File: config.mk
export PLATFORM = sky130hd
export DESIGN_NAME = text_scanout_ctrl
export DESIGN_NICKNAME = d
export VERILOG_FILES = /design/src/rtl/text_pkg.sv /design/src/rtl/text_fetch_fsm.sv /design/src/rtl/text_scanout_ctrl.sv
export SDC_FILE = /design/constraint.sdc
export NUM_CORES = 1
export LEC_CHECK = 0
export BUFFER_PORTS_ARGS = -buffer_cell sky130_fd_sc_hd__buf_2
export CORE_ASPECT_RATIO = 0.9
export CORE_MARGIN = 2
export CORE_UTILIZATION = 40
export CTS_CLUSTER_DIAMETER = 80
export CTS_CLUSTER_SIZE = 30
export DETAILED_ROUTE_END_ITERATION = 10
export GPL_TIMING_DRIVEN = 0
export HOLD_SLACK_MARGIN = 0.08
export SYNTH_ARGS = -nofsm -noshare
export SYNTH_HDL_FRONTEND = slang
export SYNTH_SLANG_ARGS = --single-unit
export TNS_END_PERCENT = 30
File: constraint.sdc
create_clock -name Clk -period 3.4 [get_ports Clk]
set_input_delay 0.34 -clock Clk [delete_from_list [all_inputs] [get_ports Clk]]
set_output_delay 0.34 -clock Clk [all_outputs]
set_load 0.005 [all_outputs]
File: src/rtl/text_pkg.sv
// text_pkg: display timing constants and fetch-state type shared by the text scanout blocks.
package text_pkg;
    localparam int H_VISIBLE       = 640;
    localparam int V_VISIBLE       = 480;
    localparam int H_TOTAL         = 800;
    localparam int V_TOTAL         = 525;
    localparam int GLYPH_W         = 8;
    localparam int GLYPH_H         = 16;
    localparam int LINE_PREFETCH_X = 792;

    typedef enum logic [2:0] {
        IDLE,
        CHAR_REQ,
        CHAR_WAIT,
        FONT_REQ,
        FONT_WAIT
    } fetch_state_t;
endpackage

File: src/rtl/text_fetch_fsm.sv
// text_fetch_fsm: VRAM then font-ROM fetch sequencer, staged glyph register and sticky underrun flag.
// Build option TEXT_INVERT_EN: code bit 7 inverts the captured glyph row (reverse video).
module text_fetch_fsm
    import text_pkg::*;
(
    input  logic        Clk,
    input  logic        Reset_n,
    input  logic        trigger,
    input  logic [11:0] trig_addr,
    input  logic [3:0]  trig_row,
    input  logic        consume,
    output logic        vram_rd,
    output logic [11:0] vram_addr,
    input  logic [7:0]  vram_data,
    output logic [10:0] font_addr,
    input  logic [7:0]  font_data,
    output logic [7:0]  staged_glyph,
    output logic        staged_valid,
    output logic        underrun
);
    fetch_state_t state;
    logic [3:0]   glyph_row;
    logic [7:0]   glyph_in;

`ifdef TEXT_INVERT_EN
    logic invert;
    assign glyph_in = font_data ^ {8{invert}};
`else
    logic unused_code_msb;
    assign unused_code_msb = vram_data[7];
    assign glyph_in = font_data;
`endif

    always_ff @(posedge Clk or negedge Reset_n) begin
        if (!Reset_n) begin
            state        <= IDLE;
            vram_rd      <= 1'b0;
            vram_addr    <= 12'd0;
            font_addr    <= 11'd0;
            glyph_row    <= 4'd0;
            staged_glyph <= 8'h00;
            staged_valid <= 1'b0;
            underrun     <= 1'b0;
`ifdef TEXT_INVERT_EN
            invert       <= 1'b0;
`endif
        end else begin
            vram_rd <= 1'b0;
            if ((trigger && state != IDLE) || (consume && !staged_valid))
                underrun <= 1'b1;
            if (consume)
                staged_valid <= 1'b0;
            // A FONT_WAIT write on a consume edge lands after the consume took the old value.
            case (state)
                IDLE: if (trigger) begin
                    state     <= CHAR_REQ;
                    vram_rd   <= 1'b1;
                    vram_addr <= trig_addr;
                    glyph_row <= trig_row;
                end
                CHAR_REQ: state <= CHAR_WAIT;
                CHAR_WAIT: begin
                    state     <= FONT_REQ;
                    font_addr <= {vram_data[6:0], glyph_row};
`ifdef TEXT_INVERT_EN
                    invert    <= vram_data[7];
`endif
                end
                FONT_REQ: state <= FONT_WAIT;
                FONT_WAIT: begin
                    state        <= IDLE;
                    staged_glyph <= glyph_in;
                    staged_valid <= 1'b1;
                end
                default: state <= IDLE;
            endcase
        end
    end
endmodule

File: src/rtl/text_scanout_ctrl.sv
// text_scanout_ctrl: 80x30 text-mode scanout, prefetching each cell's glyph row one cell ahead of the beam.
// Build option TEXT_INVERT_EN enables reverse video through code bit 7.
module text_scanout_ctrl
    import text_pkg::*;
#(
    parameter int COLS = 80,
    parameter int ROWS = 30
) (
    input  logic        Clk,
    input  logic        Reset_n,
    input  logic        pix_en,
    input  logic [9:0]  DrawX,
    input  logic [9:0]  DrawY,
    output logic        vram_rd,
    output logic [11:0] vram_addr,
    input  logic [7:0]  vram_data,
    output logic [10:0] font_addr,
    input  logic [7:0]  font_data,
    output logic        pixel_on,
    output logic        underrun
);
    logic [6:0]  col;
    logic [5:0]  row;
    logic [9:0]  next_y;
    logic        visible;
    logic        cell_start;
    logic        inline_trig;
    logic        line_trig;
    logic        consume;
    logic [11:0] trig_addr;
    logic [3:0]  trig_row;
    logic [7:0]  staged_glyph;
    logic        staged_valid;
    logic [7:0]  shown_glyph;
    logic [7:0]  cur_glyph;

    assign col         = DrawX[9:3];
    assign row         = DrawY[9:4];
    assign visible     = (DrawX < 10'(H_VISIBLE)) && (DrawY < 10'(V_VISIBLE)) && (row < 6'(ROWS));
    assign cell_start  = DrawX[2:0] == 3'd0;
    assign next_y      = (DrawY == 10'(V_TOTAL - 1)) ? 10'd0 : DrawY + 10'd1;
    assign inline_trig = pix_en && visible && cell_start && (col < 7'(COLS - 1));
    assign line_trig   = pix_en && (DrawX == 10'(LINE_PREFETCH_X)) && (next_y < 10'(V_VISIBLE));
    assign consume     = pix_en && visible && cell_start;
    assign trig_addr   = line_trig ? 12'(next_y[9:4]) * 12'(COLS)
                                   : 12'(row) * 12'(COLS) + 12'(col) + 12'd1;
    assign trig_row    = line_trig ? next_y[3:0] : DrawY[3:0];
    // A missing prefetch shows as a blank cell rather than stale pixels.
    assign shown_glyph = staged_valid ? staged_glyph : 8'h00;

    text_fetch_fsm u_fetch (
        .Clk          (Clk),
        .Reset_n      (Reset_n),
        .trigger      (inline_trig || line_trig),
        .trig_addr    (trig_addr),
        .trig_row     (trig_row),
        .consume      (consume),
        .vram_rd      (vram_rd),
        .vram_addr    (vram_addr),
        .vram_data    (vram_data),
        .font_addr    (font_addr),
        .font_data    (font_data),
        .staged_glyph (staged_glyph),
        .staged_valid (staged_valid),
        .underrun     (underrun)
    );

    always_ff @(posedge Clk or negedge Reset_n) begin
        if (!Reset_n) begin
            cur_glyph <= 8'h00;
            pixel_on  <= 1'b0;
        end else if (pix_en) begin
            if (consume)
                cur_glyph <= shown_glyph;
            pixel_on <= !visible ? 1'b0 : cell_start ? shown_glyph[7] : cur_glyph[3'd7 - DrawX[2:0]];
        end
    end
endmodule

==> impl_metrics.yaml <==
detailed_routing:
  drtIter0Drc: 69
  via_per_inst: 5.240
  vias: 2400
  drc_errors: 0
  wl_per_cell_um: 14.83
  drtAntennaViolNets: 0
  routed_wirelength_um: 6794
  dr.pass1.iters: 4
synth:
  synth_top_family_by_area: "simple AND/OR/NAND/NOR gates"
  syn_area_sq_um: 3139
  avgSynthCellArea_sq_um: 10.83
  syn-num-nets: 353
  netlist.area_leader.share_pct: 39.06
  synth_common_cells: "dfrtp_1 (49), mux2_2 (30), nand2_1 (24)"
  synth_ff_type: "dfrtp_1"
  synth_fa_ha_area_share_pct: 10.04
  synth-compound-area-share_pct: 11.88
  synth-edff-count: 0
  ys_types: 57
  synth.area.mux_share_pct: 14.99
  synthCells: 290
  synthArstFlopShare_pct: 100.0
  synthXorXnorAreaFrac_pct: 5.301
  synth.most_common_cell: "dfrtp_1"
  yosysTopAreaCell: "dfrtp_1"
  synth.yosys.seq_area_share_pct: 39.06
  yosys.area_share.simple_pct: 15.54
  ys_warn_count: 0
  netlist_top_cells_area: "dfrtp_1 (39%), mux2_2 (11%), ha_1 (8.8%), xnor2_1 (3.1%), nand2_1 (2.9%)"
  ys_ff_latch: 49
power_and_ir_drop:
  powerDensity_nw_per_um2: 579.7
  ir_drop_uv: 263.5
  leakagePower_nw: 1.746
clock_network:
  cts_max_path_buffers: 2
  cts_tree: "done"
  cts_resized: 0
  cts-htree-levels: 2
  clock-sinks: 49
  cts-hold-fix-buffers: 0
  cts_buffers: 5
  postCtsSetupRepairBufs: 0
  insertion_delay_ns: 0.30
  cts_root_buf: "clkbuf_8"
  clkTransAtPathRegs_ns: 0.09
critical_path:
  cp_slowest_stage_delay_ns: 0.58
  cp_max_fo: 8
  start_kind: "primary input"
  path_class: "in -> reg"
  arrival_ns: 3.04
  crit_required_ns: 3.59
  critPathSlowestCell: "nor4_1"
  path_cells: "buf_2 > buf_2 > nand4_1 > nor4_1 > a21o_1 > ha_1 > ha_1 > nor2b_1 > o21ai_0 > or4b_1 > o221a_2"
  cp-end-kind: "flop"
layout:
  area_growth_syn_to_layout_pct: 17.78
  seq_area_sq_um: 1226
  antenna_cells: 0
  finalInstanceArea_sq_um: 3697
  multiInputGateArea_sq_um: 1813
  fill_cells: 748
  nets: 424
  final_core_util_pct: 48.76
  drive_above_1_share_pct: 33.15
  fin_cells: 458
global_route:
  grt_pass1_vias: 2289
  grt_pass1_wl_um: 11790
  antenna_found_initial: 0
  grtUsageTotal_pct: 16.80
  grt.busiest_layer: "met2"
  use_met2_pct: 26.71
  grt_max_degree: 50
  grtUsageMet1_pct: 24.75
  grt_use_met3_pct: 3.272
  gr-total-overflow: 0
place:
  dp_hpwl_um: 5330
  portBuffers: 63
  dp_cells: 449
  placed_cell_area_sq_um: 3575
  gp_congestion: 0.7727
die:
  core_area_sq_um: 7582
  die_area_sq_um: 8574
  die_x_um: 97.38
  die_y_um: 88.05
  io_pins: 65
  start_util_pct: 41.40
  rows: 30
sta:
  rsz0062_at_grt: "false"
  fin_crit_ns: 2.855
  relSlewSlack_pct: 28.89
  fmax_mhz: 350.2
  hold_viol: 0
  tns_ns: 0
  holdWs_ns: 0.2311
  fin_skew_ns: 0.007564
  setup_violations: 0
  period_share_pct: 83.98
  tightest_slew_ns: 1.067
  drv_slew: 0
outcome:
  status: "complete, no violations"
flow_run:
  drv_cap: 0
hold_path:
  min_path_type: "in -> async"
critical path, delay by kind of cell:
family | cells | cell delay (ns)
buffers and inverters | 2 | 0.31
and+or+nand+nor | 4 | 1.41
adders and majority gates | 2 | 0.54
AOI/OAI and AO/OA | 3 | 0.44
metrics by stage:
step                worst slack (ns)  power, mW
floorplan                     0.6652      1.448
global placement              0.2946      1.728
detailed placement            0.2688      1.748
CTS                           0.5712      2.169
global route                  0.2766      2.312
finish                        0.5447      2.143
cell type report:
class	instances	share of cell area [%]
Sequential cell	49	33.16
Inverter	15	1.523
Buffer	7	1.184
Clock inverter	3	1.252
Clock buffer	5	1.861
Timing Repair Buffer	64	8.731
Multi-Input combinational cell	219	49.04
Tap cell	96	3.249
where the power goes:
| group | internal (mW) | switching [mW] | leakage (nW) |
|---|---|---|---|
| clock network | 0.220 | 0.197 | 0.0543 |
| registers | 0.819 | 0.128 | 0.607 |
| logic | 0.425 | 0.355 | 1.08 |
| total | 1.46 | 0.679 | 1.75 |
path summary, 6_finish.rpt:
kind | to | cells past startpoint | slack (ns) | from
max in group asynchronous | pixel_on | 1 | 2.51 | Reset_n
min in group Clk | u_fetch.staged_glyph[3] | 2 | 0.26 | font_data[3]
worst min register to register | cur_glyph[0] | 2 | 0.48 | cur_glyph[0]
worst max register to register | u_fetch.font_addr[8] | 3 | 1.49 | u_fetch.state[0]
worst max-delay path | u_fetch.vram_addr[11] | 11 | 0.54 | DrawY[6]
worst min-delay path | u_fetch.vram_addr[4] | 1 | 0.23 | Reset_n
placed cells by master, fill, tap and decap left out, types with 3 or more instances in the layout:
master	count
inv_1	15
ha_1	22
nor2_1	8
nor2b_1	3
a21o_1	5
xnor2_1	11
and3_1	4
nand3_1	9
clkbuf_1	3
nand2b_1	4
nor3_1	7
xor2_1	8
or3_1	3
dfrtp_1	49
buf_2	65
clkbuf_8	5
a21oi_1	8
o21ai_0	13
nand4_1	6
mux2_2	30
a211oi_1	4
nand2_1	24
mux2i_1	8
registers in the layout, summed over array words and instances, names as in the netlist, 3 cells and up:
name / count
u_fetch.vram_addr: 12
u_fetch.font_addr: 11
u_fetch.staged_glyph: 8
cur_glyph: 7
u_fetch.glyph_row: 4
u_fetch.state: 3
per-layer routing:
metal | part of all wire, % | wire (um) | vias to the layer above
met3 | 4.5 | 303 | 2
li1 | - | - | 1203
met4 | 0.15 | 10 | 0
met5 | 0 | 0 | -
met1 | 51 | 3449 | 1145
met2 | 45 | 3031 | 50
logic make-up (layout without fill, tap and decap cells):
group | after synthesis | in the layout
xor+xnor | 19 | 19
flops | 49 | 49
buf+inv | 22 | 94
mux | 41 | 41
compound gates | 49 | 49
fa+ha+maj | 24 | 24
simple gates | 86 | 86
(Power assumes the default switching activity.)
